## src/rtl/nibble_serial_adder_if.sv

```systemverilog
// Purpose: operand/result bundle between a requester and nibble_serial_adder.
// Latency: none (wires only).
// Backpressure: none; requester watches busy/done, start is ignored while busy.
// Ports: master drives start/sub/a/b and observes busy/done/sum/cout/overflow;
//        slave (the adder) is the mirror image.
interface nibble_serial_adder_if #(
   parameter int NIBBLES = 4
);
   localparam int W = 4 * NIBBLES;

   logic         start;
   logic         sub;
   logic [W-1:0] a;
   logic [W-1:0] b;
   logic         busy;
   logic         done;
   logic [W-1:0] sum;
   logic         cout;
   logic         overflow;

   modport master (
      output start, sub, a, b,
      input  busy, done, sum, cout, overflow
   );

   modport slave (
      input  start, sub, a, b,
      output busy, done, sum, cout, overflow
   );
endinterface

```

## src/rtl/nibble_serial_adder.sv

```systemverilog
// Purpose: W-bit add/subtract done one 4-bit slice per clock, LSB nibble first.
// Latency: done pulses NIBBLES cycles after start is accepted; one op per NIBBLES+2 cycles.
// Backpressure: start is only sampled in IDLE; requests during RUN/DONE are dropped, not queued.
// Ports: clk, reset (sync, active-high), bus (slave modport):
//        start/sub/a/b in; busy/done/sum/cout/overflow out, all registered.
module nibble_serial_adder #(
   parameter int NIBBLES = 4
) (
   input logic                 clk,
   input logic                 reset,
   nibble_serial_adder_if.slave bus
);
   localparam int W    = 4 * NIBBLES;
   localparam int IDXW = $clog2(NIBBLES);
   localparam logic [IDXW-1:0] LASTIDX = IDXW'(NIBBLES - 1);

   typedef enum logic [1:0] {IDLE, RUN, DONE} stateT;

   stateT           state;
   logic [IDXW-1:0] idx;
   logic [W-1:0]    aReg;
   logic [W-1:0]    bReg;       // already inverted for subtraction
   logic            carryReg;
   logic [W-1:0]    sumReg;
   logic            coutReg;
   logic            ovfReg;
   logic            busyReg;
   logic            doneReg;

   logic [3:0]      aNib;
   logic [3:0]      bNib;
   logic [4:0]      nibRes;
   logic            msbCarryIn;

   // One 4-bit slice of the datapath, fed by the current nibble index.
   always_comb begin
      aNib   = aReg[{idx, 2'b00} +: 4];
      bNib   = bReg[{idx, 2'b00} +: 4];
      nibRes = {1'b0, aNib} + {1'b0, bNib} + {4'b0000, carryReg};
      // Carry into the slice's top bit recovered from a ^ b ^ sum at that bit.
      msbCarryIn = aNib[3] ^ bNib[3] ^ nibRes[3];
   end

   always_ff @(posedge clk) begin
      if (reset) begin
         state    <= IDLE;
         idx      <= '0;
         aReg     <= '0;
         bReg     <= '0;
         carryReg <= 1'b0;
         sumReg   <= '0;
         coutReg  <= 1'b0;
         ovfReg   <= 1'b0;
         busyReg  <= 1'b0;
         doneReg  <= 1'b0;
      end else begin
         case (state)
            IDLE: begin
               doneReg <= 1'b0;
               if (bus.start) begin
                  aReg     <= bus.a;
                  // Subtract as A + ~B + 1: the +1 rides in on the initial carry.
                  bReg     <= bus.sub ? ~bus.b : bus.b;
                  carryReg <= bus.sub;
                  idx      <= '0;
                  sumReg   <= '0;
                  coutReg  <= 1'b0;
                  ovfReg   <= 1'b0;
                  busyReg  <= 1'b1;
                  state    <= RUN;
               end
            end
            RUN: begin
               sumReg[{idx, 2'b00} +: 4] <= nibRes[3:0];
               carryReg                  <= nibRes[4];
               if (idx == LASTIDX) begin
                  coutReg <= nibRes[4];
                  ovfReg  <= msbCarryIn ^ nibRes[4];
                  busyReg <= 1'b0;
                  doneReg <= 1'b1;
                  state   <= DONE;
               end else begin
                  idx <= idx + 1'b1;
               end
            end
            DONE: begin
               doneReg <= 1'b0;
               state   <= IDLE;
            end
            default: begin
               busyReg <= 1'b0;
               doneReg <= 1'b0;
               state   <= IDLE;
            end
         endcase
      end
   end

   assign bus.sum      = sumReg;
   assign bus.cout     = coutReg;
   assign bus.overflow = ovfReg;
   assign bus.busy     = busyReg;
   assign bus.done     = doneReg;
endmodule

```

## src/flat_wrapper.sv

```systemverilog
// flat-port wrapper written by rule: the top's interface ports become plain ports
module nibble_serial_adder_flat 
#(
   parameter int NIBBLES = 4
)
  (clk, reset, bus_start, bus_sub, bus_a, bus_b, bus_busy, bus_done, bus_sum, bus_cout, bus_overflow);
  nibble_serial_adder_if #(.NIBBLES(NIBBLES)) bus_i ();
  input logic clk;
  input logic reset;
  input wire logic [$bits(bus_i.start)-1:0] bus_start;
  input wire logic [$bits(bus_i.sub)-1:0] bus_sub;
  input wire logic [$bits(bus_i.a)-1:0] bus_a;
  input wire logic [$bits(bus_i.b)-1:0] bus_b;
  output wire logic [$bits(bus_i.busy)-1:0] bus_busy;
  output wire logic [$bits(bus_i.done)-1:0] bus_done;
  output wire logic [$bits(bus_i.sum)-1:0] bus_sum;
  output wire logic [$bits(bus_i.cout)-1:0] bus_cout;
  output wire logic [$bits(bus_i.overflow)-1:0] bus_overflow;
  assign bus_i.start = bus_start;
  assign bus_i.sub = bus_sub;
  assign bus_i.a = bus_a;
  assign bus_i.b = bus_b;
  assign bus_busy = bus_i.busy;
  assign bus_done = bus_i.done;
  assign bus_sum = bus_i.sum;
  assign bus_cout = bus_i.cout;
  assign bus_overflow = bus_i.overflow;
  nibble_serial_adder #(.NIBBLES(NIBBLES)) u_core (.clk(clk), .reset(reset), .bus(bus_i));
endmodule
```

## config.mk

```make
export PLATFORM = sky130hd
export DESIGN_NAME = nibble_serial_adder_flat
export DESIGN_NICKNAME = d
export VERILOG_FILES = /design/src/rtl/nibble_serial_adder_if.sv /design/src/rtl/nibble_serial_adder.sv /design/src/flat_wrapper.sv
export SDC_FILE = /design/constraint.sdc
export NUM_CORES = 1
export LEC_CHECK = 0
export CORE_MARGIN = 8
export CORE_UTILIZATION = 35
export DETAILED_ROUTE_END_ITERATION = 16
export GPL_ROUTABILITY_DRIVEN = 0
export GPL_TIMING_DRIVEN = 0
export REMOVE_ABC_BUFFERS = 1
export SLEW_MARGIN = 5
export SYNTH_ARGS = -nofsm -noshare
export SYNTH_HDL_FRONTEND = slang
export SYNTH_SLANG_ARGS = --single-unit
```

## constraint.sdc

```tcl
create_clock -name clk -period 3.5 [get_ports clk]
set_input_delay 0.35 -clock clk [delete_from_list [all_inputs] [get_ports clk]]
set_output_delay 0.35 -clock clk [all_outputs]
set_load 0.005 [all_outputs]
```

==> results of run 1 <==
==> layer usage <==
layer	vias up	global-route usage
li1	1070	-
met1	960	0.138
met2	53	0.203
met3	12	0.0354
met4	0	0.0666
met5	-	0
==> path summary, 6_finish.rpt <==
kind | end | depth (start not counted) | slack [ns]
setup / recovery | u_core.bus.sum[6] | 6 | 0.35
hold / removal | u_core.aReg[9] | 2 | 0.45
setup reg to reg | u_core.bus.sum[6] | 6 | 0.35
hold reg to reg | u_core.aReg[9] | 2 | 0.45
==> per-stage QoR <==
stage | total power, W | util | instances | hold slack, ns
floorplan | 0.000860 | - | 257 | 0.419
global placement | 0.000964 | 0.440 | 411 | 0.441
detailed placement | 0.000972 | 0.445 | 413 | 0.446
CTS | 0.00157 | 0.471 | 429 | 0.455
global route | 0.00162 | 0.471 | 429 | 0.475
finish | 0.00155 | 0.471 | 429 | 0.450
==> report_power, final <==
| part | switching [W] | leakage (nW) | internal (W) |
|---|---|---|---|
| logic | 0.000119 | 0.667 | 0.000124 |
| registers | 0.0000267 | 0.467 | 0.000684 |
| clock network | 0.000246 | 0.0974 | 0.000346 |
==> worst reg2reg max path, cell delays in order (launching register included) <==
cell and delay (ns):
dfxtp_1 0.87, mux4_2 0.64, fa_1 0.45, fa_1 0.42, xor2_1 0.43, a22oi_1 0.17
nor2_1 0.10
==> cell families (layout without fill, tap and decap cells) <==
logic type,after synthesis,after routing,synth area share
compound gates,63,63,0.164
xor+xnor,18,18,0.0609
fa+ha+maj,9,9,0.0493
buf+inv,22,76,0.0392
flops,57,57,0.441
mux,9,9,0.0735
simple gates,98,98,0.172
==> layout make-up <==
class / instances / area (µm²)
well taps: 99 / 124
clock inverters: 3 / 40.0
clock buffers: 13 / 149
inverters: 3 / 11.3
flip-flops and latches: 57 / 1140
multi-input cells: 197 / 1350
repair buffers: 57 / 588
fillers: 732 / 3820
==> registers in the layout, summed over array words and instances (netlist names) <==
name                 cells
u_core.bus.cout          1
u_core.bus.busy          1
u_core.aReg             16
u_core.bReg             16
u_core.bus.sum          16
u_core.bus.done          1
u_core.idx               2
u_core.carryReg          1
u_core.state             2
u_core.bus.overflow      1
==> placed cells by master (no fill, tap or decap), types with 7 or more instances in the layout <==
| cell | synthesis | final |
|---|---|---|
| a22oi_1 | 13 | 13 |
| xnor2_1 | 16 | 16 |
| dfxtp_1 | 57 | 57 |
| ha_1 | 7 | 7 |
| a211oi_1 | 18 | 18 |
| nand2_1 | 39 | 39 |
| clkdlybuf4s50_1 | 0 | 54 |
| clkbuf_8 | 0 | 10 |
| a21oi_1 | 21 | 21 |
| mux4_2 | 8 | 8 |
| nor2_1 | 43 | 43 |
==> metrics.txt, run 1 <==
CTS tree yes; Synth Warn # 0; NumNets Final between 300 and 400; Min-Delay Path Class flip-flop to flip-flop; EDFF count, synth 0; total track usage 0.122; initial antenna violation count 0; top cells by area, synth dfxtp_1, mux4_2, nor2_1; Most used DFF post-synth dfxtp_1; Post-CTS Setup Repair Bufs 0; via-per-instance ratio slightly below 5; antenna-violating nets left 0; FFs w/ async S/R, synth 0; First-pass DRT Iterations 4; Sink Count 57; final instance area approximately 3400 µm²; max incr delay on CP around 0.87 ns; met3 routed WL between 300 and 400 µm; WP data arrival between 3 and 4 ns; wl on met1 approximately 2.6 mm; CP Buf/Inv Count 0; WL/cell 13.7 µm; Initial Util 0.359; fin crit share 0.899; TritonCTS buffer count 9; first-pass GRT wire length roughly 10 mm; Post-Place Worst Slack 0.298 ns; # setup viols final 0; Highest Signal Layer met4; area fraction of the dominant cell type after synthesis 0.441; total wire length 5.86 mm; post-synth cell types 33; Max-Cap Viols 0; Startpoint Class flip-flop; port bufs 55; grt ovf 0; fin crit period 3.15 ns; largest area contributor in the netlist dfxtp_1; DP HPWL approximately 4.3 mm; DRC violations left 0; Die Ht between 100 and 150 µm; sequential area share after synthesis 0.441; syn_area_per_cell ~9.4 µm²; Mapped Area about 2600 µm²; Crit path max-delay family flip-flops; vias in the first global route roughly 2100; WS Path Type flip-flop to flip-flop; Pleak between 1 and 1.5 nW; Die ar. a little over 10000 µm²; H-tree depth 3; HP Start u_core.aReg[9]; outcome completed; core footprint approximately 7200 µm²; Worst Skew 0.00941 ns; Max FO, Critical Path 15; pwr dens around 460 nW/µm²; via count 2095; CP required 3.77 ns; Slew Viols, Final 0; Hold Fails Final Rpt 0; hold buffer count at CTS 0; clock root cell clkbuf_8; CP Launch Point u_core.idx[0]; Slew @ Worst Pin 0.926 ns; relative slew slack 0.380; clk slew on worst S/H paths 0.07 ns; Fmax achieved 318 MHz; Die Width 102 µm; Max IR drop VDD roughly 0.17 mV; most frequent CP cell fa_1; most frequent cell after synthesis dfxtp_1; CP Cell Sequence mux4_2 -> fa_1 -> fa_1 -> xor2_1 -> a22oi_1 -> nor2_1; initial drt markers 50; crit path max-delay cell type dfxtp_1; Clk Latency, worst-skew pair between 0.3 and 0.4 ns; synth-to-layout area growth 31.3%; clock buffer depth 2; num ports 56; met2 wire len 2.82 mm; Core Rows 31; most frequent cells after synthesis dfxtp_1, nor2_1, nand2_1; fin worst setup slack 0.354 ns; Setup TNS 0 ns; crit path capture type flip-flop; layout cells sized above 1 0.0848; unrepaired setup endpoints after global routing false; Synth Instances about 280; worst r2r src u_core.idx[0]; flops & latches, synth 57; DP Area roughly 3200 µm²; # resized after CTS 0; largest net degree at the start of global routing 32; antenna cells 0
Power figures use the tool's default switching activity.
==> run 2, diff against run 1 <==
CAP_MARGIN = 20   (was unset)
CORE_UTILIZATION = 30   (was 35)
==> run 2 against run 1 <==
Compared with the run above: via count down 2.5%; register-to-register slack better by 0.02 ns; utilization down 7.3 points; setup slack better by 0.020 ns; critical endpoint is now u_core.bus.sum[10]; largest cell class unchanged; highest routed layer unchanged.
==> metrics.txt, run 2 (same netlist as run 1, synthesis figures left out) <==
most frequent CP cell fa_1; TritonCTS buffer count 9; CTS tree yes; core footprint approximately 8600 µm²; unrepaired setup endpoints after global routing false; sw frac 0.270; via count approximately 2000; Core Rows 34; H-tree depth 3; port bufs between 50 and 60; via-per-instance ratio between 4 and 5; outcome completed; clock share of power 0.351; Startpoint Class flip-flop; Initial Util 0.303; Comb pwr share 0.169; Worst Skew around 0.0084 ns; layout cells sized above 1 0.0879; commonest non-fill, non-tap cell in the layout dfxtp_1; Clk Latency, worst-skew pair roughly 0.33 ns; clock root cell clkbuf_8; antenna-violating nets left 0; sequential share of power 0.480; Hold Fails Final Rpt 0; relative slew slack 0.391; fin crit share 0.893; # setup viols final 0; DP Area around 3200 µm²; Die Ht approximately 110 µm; Slew Viols, Final 0; P_sw around 0.0004 W; max incr delay on CP 0.88 ns; crit path capture type flip-flop; First-pass DRT Iterations 4; Slew @ Worst Pin a little over 0.9 ns; initial drt markers 66; total track usage 0.113; DP HPWL between 4 and 5 mm; clk slew on worst S/H paths 0.07 ns; hold buffer count at CTS 0; grt ovf 0; final hold slack about 0.40 ns; Pint between 0.001 and 0.0015 W; synth-to-layout area growth 31.5%; CP required 3.77 ns; Die Width about 110 µm; final instance area between 3000 and 4000 µm²; CP Cell Sequence mux4_2 -> fa_1 -> fa_1 -> xor2_1 -> a22oi_1 -> nor2_1; vias in the first global route roughly 2200; # resized after CTS 0; num ports 56; WP data arrival between 3 and 4 ns; Setup TNS 0 ns; Max FO, Critical Path 15; initial antenna violation count 0; WL/cell 13.9 µm; pwr dens 435 nW/µm²; fin crit period approximately 3.1 ns; commonest non-fill, non-tap cells in the layout dfxtp_1, clkdlybuf4s50_1, nor2_1, nand2_1, a21oi_1; first-pass GRT wire length ~10 mm; crit path max-delay cell type dfxtp_1; Pleak between 1 and 1.5 nW; antenna cells 0; Min-Delay Path Class input pin to flip-flop; clock buffer depth 2; Die ar. approximately 12000 µm²; Max-Cap Viols 0; largest net degree at the start of global routing 42; DRC violations left 0; Sink Count between 50 and 60; total wire length 6.07 mm; Max IR drop VDD roughly 0.23 mV; Post-CTS Setup Repair Bufs 0; Fmax achieved ~320 MHz; NumNets Final roughly 370; WS Path Type flip-flop to flip-flop
run 2: through the flow:
stage	cells	power [W]	setup WS, ns	utilization
5_1_grt	438	0.00157	0.0948	0.398
3_5_place_dp	423	0.000979	0.322	0.379
4_1_cts	438	0.00150	0.309	0.398
3_3_place_gp	420	0.000967	0.256	0.372
2_1_floorplan	257	0.000860	0.762	-
6_report	438	0.00148	0.374	0.398
run 2: critical path: cells and delay by family, from the launching register on:
family	cells	cell delay [ns]
and+or+nand+nor	1	0.10
muxes	1	0.64
AOI/OAI and AO/OA	1	0.17
DFF	1	0.88
adders and majority gates	2	0.86
xor gates and xnor gates	1	0.42
run 2: worst paths after layout:
check,startpoint,to,slack [ns],cells after the start
setup / recovery,u_core.idx[0],u_core.bus.sum[10],0.37,6
hold / removal,reset,u_core.bus.sum[14],0.40,2
setup reg to reg,u_core.idx[0],u_core.bus.sum[10],0.37,6
hold reg to reg,u_core.aReg[10],u_core.aReg[10],0.45,2
run 2: final cells by class:
class	instances	area (µm²)
Multi-Input combinational cell	197	1350
Tap cell	108	135
Clock inverter	3	17.5
Sequential cell	57	1140
Inverter	3	11.3
Fill cell	861	5150
Clock buffer	12	145
Timing Repair Buffer	58	608
run 2: power groups by stage:
stage	clock [W]	sequential (W)	combinational [W]
after global routing	0.000570	0.000717	0.000281
final	0.000520	0.000711	0.000251
after global placement	0	0.000725	0.000242
after CTS	0.000539	0.000711	0.000255
after floorplan	0	0.000718	0.000142
after detailed placement	0	0.000726	0.000253
run 2: metal layers:
metal | wire [µm] | vias up | GRT usage
li1 | - | 1064 | -
met4 | 97 | 0 | 0.0587
met3 | 300 | 8 | 0.0313
met5 | 0 | - | 0
met2 | 2800 | 39 | 0.177
met1 | 2880 | 932 | 0.139
==> run 3, diff against run 2 <==
CORE_ASPECT_RATIO = 0.8   (was unset)
==> run 3 against run 2 <==
Compared with the run above: utilization grew 1.3 points; non-clock buffer count is the same; final cell count grew 1.1%; combinational power is essentially flat; sequential power is essentially flat; critical path depth is the same; wire length grew 2.9%; via count grew 0.64%.
==> metrics.txt, run 3 (same netlist as run 1, synthesis figures left out) <==
crit path capture type flip-flop; TritonCTS buffer count 9; reg2reg path depth 6; relative slew slack 0.390; fin cells 443; DP HPWL between 4 and 5 mm; WS Path Type flip-flop to flip-flop; fin crit period about 3.1 ns; via count ~2100; hold buffer count at CTS 0; Die ar. between 10000 and 15000 µm²; initial drt markers roughly 150; pwr dens 463 nW/µm²; unrepaired setup endpoints after global routing false; outcome completed; largest net degree at the start of global routing 31; CP Launch Point u_core.idx[0]; Sink Count 57; Core Rows 30; synth-to-layout area growth 34.0%; antenna-violating nets left 0; commonest non-fill, non-tap cells in the layout dfxtp_1, clkdlybuf4s50_1, nor2_1, nand2_1, a21oi_1; total track usage 0.114; Clk Latency, worst-skew pair between 0.3 and 0.4 ns; Pleak roughly 1.3 nW; Die Ht 99.1 µm; Hold Fails Final Rpt 0; Power Total around 0.0016 W; Post-CTS Setup Repair Bufs 0; via-per-instance ratio between 4 and 5; NumNets Final 371; Max IR drop VDD ~0.15 mV; first-pass GRT wire length 10.8 mm; Sequential Area between 1000 and 1500 µm²; grt ovf 0; Fmax achieved ~320 MHz; Max FO, Critical Path 15; fin crit share 0.899; # resized after CTS 0; Worst Skew ~0.0068 ns; WP data arrival around 3.4 ns; DRC violations left 0; Initial Util 0.306; Post-Place Worst Slack roughly 0.31 ns; CP required around 3.8 ns; antenna cells 0; multi-input logic area between 1000 and 1500 µm²; First-pass DRT Iterations 4; Setup TNS 0 ns; Min-Delay Path Class flip-flop to flip-flop; clock buffer depth 2; vias in the first global route between 2000 and 2500; clk slew on worst S/H paths roughly 0.070 ns; Die Width about 120 µm; CTS tree yes; Startpoint Class flip-flop; # setup viols final 0; Worst R2R Setup Slack 0.35 ns; commonest non-fill, non-tap cell in the layout dfxtp_1; fillers around 870; port bufs between 50 and 60; Slew @ Worst Pin approximately 0.91 ns; num ports 56; Slew Viols, Final 0; H-tree depth 3; HP Start u_core.aReg[8]; worst r2r src u_core.idx[0]; total wire length around 6.2 mm; Hold Path Cell Cnt 2; Placed Cells between 400 and 500; layout cells sized above 1 0.0967; initial antenna violation count 0; WL/cell ~14 µm; fin worst setup slack about 0.35 ns; Max-Cap Viols 0; core footprint 8450 µm²; clock root cell clkbuf_8
==> run 3: cell count changes in the layout (fill, tap and decap cells not counted), sizes merged <==
cell and change:
clkinvlp +1, bufinv +1, clkinv -1
==> run 3: through the flow <==
stage,util,hold WS [ns],cell area (µm²)
after floorplan,-,0.419,2500
after global placement,0.377,0.440,3190
after detailed placement,0.385,0.448,3250
after CTS,0.411,0.457,3470
after global routing,0.411,0.481,3470
final,0.411,0.455,3470
==> run 3: area by class of cell <==
type                            count  area share
Clock buffer                       12      0.0476
Inverter                            3     0.00325
Multi-Input combinational cell    197       0.388
Timing Repair Buffer               58       0.177
Clock inverter                      4      0.0144
Sequential cell                    57       0.329
Tap cell                          112      0.0404
==> run 3: report_power, final <==
part	leakage (nW)	switching [W]	internal [W]
clock	0.105	0.000260	0.000385
combinational	0.680	0.000122	0.000128
sequential	0.467	0.0000277	0.000684
total	1.25	0.000410	0.00120
==> run 3: worst paths after layout <==
check                       to
max reg2reg  u_core.bus.sum[2]
max          u_core.bus.sum[2]
min reg2reg     u_core.aReg[8]
min             u_core.aReg[8]
==> run 3: worst max-delay path, stage by stage (launching register included) <==
cell,delay [ns]
dfxtp_1,0.86
mux4_2,0.63
fa_1,0.45
fa_1,0.42
xor2_1,0.44
a22oi_1,0.16
nor2_1,0.12
==> run 3: layer usage <==
metal	GRT usage	vias to the layer above	part of all wire
met5	0	-	0
met4	0.0450	0	0.012
met3	0.0560	7	0.076
met2	0.164	62	0.43
met1	0.141	919	0.48
li1	-	1068	-
==> variant 1 (config.mk and constraints of run 3) <==
`NIBBLES` is set to 4 in 3 places; all go to 2.
--- a/src/rtl/nibble_serial_adder_if.sv
+++ b/src/rtl/nibble_serial_adder_if.sv
@@ -5,5 +5,5 @@
 //        slave (the adder) is the mirror image.
 interface nibble_serial_adder_if #(
-   parameter int NIBBLES = 4
+   parameter int NIBBLES = 2
 );
    localparam int W = 4 * NIBBLES;
--- a/src/rtl/nibble_serial_adder.sv
+++ b/src/rtl/nibble_serial_adder.sv
@@ -5,5 +5,5 @@
 //        start/sub/a/b in; busy/done/sum/cout/overflow out, all registered.
 module nibble_serial_adder #(
-   parameter int NIBBLES = 4
+   parameter int NIBBLES = 2
 ) (
    input logic                 clk,
--- a/src/flat_wrapper.sv
+++ b/src/flat_wrapper.sv
@@ -2,5 +2,5 @@
 module nibble_serial_adder_flat 
 #(
-   parameter int NIBBLES = 4
+   parameter int NIBBLES = 2
 )
   (clk, reset, bus_start, bus_sub, bus_a, bus_b, bus_busy, bus_done, bus_sum, bus_cout, bus_overflow);
Ports: changed (resized bus_a, bus_b and bus_sum); port bits go from 56 to 32. The function was not compared with the original's and may differ.
==> variant 1 against run 3 <==
- via count down 44%
- die area down 37%
- routed wire length down 48%
- clock power down 55%
- sequential cell count down 25
- sequential share of layout area up 0.11 points
- combinational power down 36%
- core utilization down 1.4 points
- worst setup slack better by 500 ps
- synthesized area down 43%
- synthesized cell count down 43%
- design area down 44%
- global-route usage down 1.7 points
- power down 47%
==> variant 1: results (changes against run 3) <==
| Metric | Value |
|---|---|
| Status | completed |
| Non-Clock Buffer Count | 33 (-43%) |
| Sw power | 0.2226 mW (-46%) |
| Invs w/o clock | 2 (-1) |
| CTS buffer count | 5 (-4) |
| Metal-1 WL | 1573 um (-48%) |
| Seq/Total Area, Yosys | 43.21% (-0.89 points) |
| Cells after DPL | 241 (-44%) |
| Hold Path Origin | u_core.aReg[5]$_SDFFE_PP0P_ |
| Wire length on met3 | 204 um (-57%) |
| Fraction of area in registers | 33.01% (+0.11 points) |
| Signal buf overhead | 18.18% (+0.43 points) |
| Worst-Margin Slew | 697.4 ps (-214.7 ps) |
| Adder-Cell Fraction of Synth Area | 5.232% (+0.30 points) |
| Worst path arrival time | 2820 ps (-590 ps) |
| Post-synthesis cell type count | 30 (-9.1%) |
| Hold WS | 450.1 ps (-4.921 ps) |
| Drt first-iter violations | 51 (-66%) |
| Number of multi-input logic gates | 112 (-43%) |
| DP Wirelength | 2413 um (-48%) |
| Global Route Usage Sum | 9.638% (-1.7 points) |
| Finished Cell Area | 1941 um2 (-44%) |
| Largest net degree at the start of global routing | 21 (-32%) |
| Worst R2R Path Depth | 7 (+1) |
| # port buffers | 31 (-44%) |
| Tapcells | 62 (-45%) |
| Avg Synthesized Cell Area | 9.504 um2 (+1.4%) |
| Proportion of layout cells with a drive suffix above 1 | 13.90% (+4.2 points) |
| Setup WS pre-CTS | 840.6 ps (+533.7 ps) |
| Min Tclk post-route | 2650 ps (-496.0 ps) |
| Setup crit start | u_core.idx$_SDFFE_PP0P_ |
| Met1 Track Usage GR | 11.60% (-2.5 points) |
| Clock-cell share of area | 4.642% (-1.6 points) |
| Layout clock buffers | 8 (-4) |
| Skew-Pair Late Insertion Delay | 280 ps (-50 ps) |
| Final Skew | 4.142 ps (-2.620 ps) |
| R2r setup slk | 850 ps (+500 ps) |
| VDD IR max | 0.1313 mV (-12%) |
| Drt total wl | 3261 um (-48%) |
| Routing usage on met2 | 14.91% (-1.5 points) |
| Vias | 1156 (-44%) |
| Post-synthesis register bit count | 32 (-44%) |
==> variant 1: changes by cell type in the layout (fill, tap and decap cells not counted), sizes merged, moves of 6 or more <==
| cell | run 3 | this run |
|---|---|---|
| dfxtp | 57 | 32 |
| a211oi | 18 | 9 |
| xnor2 | 16 | 9 |
| mux2 | 0 | 8 |
| nand2 | 39 | 18 |
| a22oi | 13 | 6 |
| clkdlybuf4s50 | 54 | 31 |
| nor2 | 43 | 21 |
| a21oi | 21 | 15 |
| mux4 | 8 | 0 |
==> variant 1: power groups by stage <==
stage / clock network (mW) / logic (mW) / registers, mW
2_1_floorplan: 0 / 0.0909 / 0.410
3_3_place_gp: 0 / 0.153 / 0.414
3_5_place_dp: 0 / 0.161 / 0.414
4_1_cts: 0.298 / 0.163 / 0.406
5_1_grt: 0.313 / 0.177 / 0.410
6_report: 0.289 / 0.160 / 0.406
==> variant 2 (config.mk and constraints of run 3) <==
Made on the original files. Make the reset (`reset`) asynchronous in one clocked block.
--- a/src/rtl/nibble_serial_adder.sv
+++ b/src/rtl/nibble_serial_adder.sv
@@ -42,5 +42,5 @@
    end
 
-   always_ff @(posedge clk) begin
+   always_ff @(posedge clk or posedge reset) begin
       if (reset) begin
          state    <= IDLE;
Behaviour: differs if reset is asserted again (counterexample within 4 cycles, from zero or initial values and one cycle with reset high); with reset held inactive, the same outputs for 10 cycles.
==> variant 2 against run 3 <==
- synthesized cell count fell by 24%
- worst setup slack worse by 4.7 ps
- global-route usage decreased by 1.5 points
- design area rose by 5.0%
- routed wire length fell by 8.0%
- synthesized area rose by 4.8%
- core utilization shrank 0.24 points
- largest cell class is now flip-flops and latches
- sequential cell count did not move
Power is not compared: it rests on default switching activity, and its combinational part moved more than twofold at a synthesized area within 25%.
==> variant 2: results (changes against run 3) <==
| Metric | Value |
|---|---|
| Via/cell ratio | 4.564 (-1.7%) |
| Placed cell area | 3385 um2 (+4.0%) |
| Cells after DPL | 373 (-13%) |
| Min Tclk post-route | 3150 ps (+4.691 ps) |
| Adder-Cell Fraction of Synth Area | 4.707% (-0.23 points) |
| Invs w/o clock | 7 (+4) |
| Die area | 12360 um2 (+4.1%) |
| Largest net degree at the start of global routing | 43 (+39%) |
| Post-synthesis mux area share | 14.12% (+6.8 points) |
| Seq/Total Area, Yosys | 52.61% (+8.5 points) |
| Vias | 1771 (-14%) |
| Reg clk slew, reported paths | 50 ps (-20 ps) |
| Avg Synthesized Cell Area | 12.85 um2 (+37%) |
| Post-synthesis cell type count | 27 (-18%) |
| Area growth syn-to-layout | 34.33% |
| Clock-cell share of area | 7.077% (+0.87 points) |
| Wire length on met3 | 415 um (-13%) |
| Drt total wl | 5750 um (-8.0%) |
| Status | completed |
| Async S/R FF share, synth | 100.0% (+100 points) |
| Non-Clock Buffer Count | 57 (-1.7%) |
| Worst Hold Class | input port to async pin |
| Reg2Reg Capture Point | u_core.bus.cout$_DFFE_PP0P_ |
| Worst-Margin Slew | 901.7 ps (-10.33 ps) |
| Signal buf overhead | 16.21% (-1.5 points) |
| Final Skew | 3.974 ps (-2.788 ps) |
| Drt first-iter violations | 91 (-40%) |
| Global Route Usage Sum | 9.896% (-1.5 points) |
| Worst path arrival time | 3350 ps (-60 ps) |
| Overall power | 3.651 mW |
| Setup WS pre-CTS | 316.2 ps (+9.301 ps) |
| Post-synthesis compound-gate area fraction | 11.21% (-5.2 points) |
| Hold WS | 360.9 ps (-94.20 ps) |
| Commonest cells post-synth | 57 x dfrtp_1, 23 x nor2_1, 18 x a21oi_1, 18 x mux2_2 |
| RR Startpoint | u_core.idx[0]$_DFFE_PP0P_ |
| Area of the multi-input gates | 1197 um2 (-11%) |
| Routing usage on met2 | 14.56% (-1.8 points) |
| CP max FO | 14 (-1) |
[variant 2: worst max path at each step]
stage | to | depth (start not counted) | start
CTS | u_core.bus.cout$_DFFE_PP0P_ | 7 | u_core.idx[0]$_DFFE_PP0P_
detailed placement | u_core.bus.cout$_DFFE_PP0P_ | 7 | u_core.idx[0]$_DFFE_PP0P_
floorplan | u_core.carryReg$_DFFE_PP0P_ | 7 | u_core.idx[0]$_DFFE_PP0P_
global route | u_core.carryReg$_DFFE_PP0P_ | 7 | u_core.idx[0]$_DFFE_PP0P_
global placement | u_core.carryReg$_DFFE_PP0P_ | 7 | u_core.idx[0]$_DFFE_PP0P_
finish | u_core.bus.cout$_DFFE_PP0P_ | 7 | u_core.idx[0]$_DFFE_PP0P_
[variant 2: worst max-delay path, stage by stage, from the launching register on]
cell and delay, ps:
dfrtp_1 780, mux4_2 630, fa_1 440, fa_1 430, a21o_1 170, a21oi_1 210
nor2_1 90, mux2_2 280
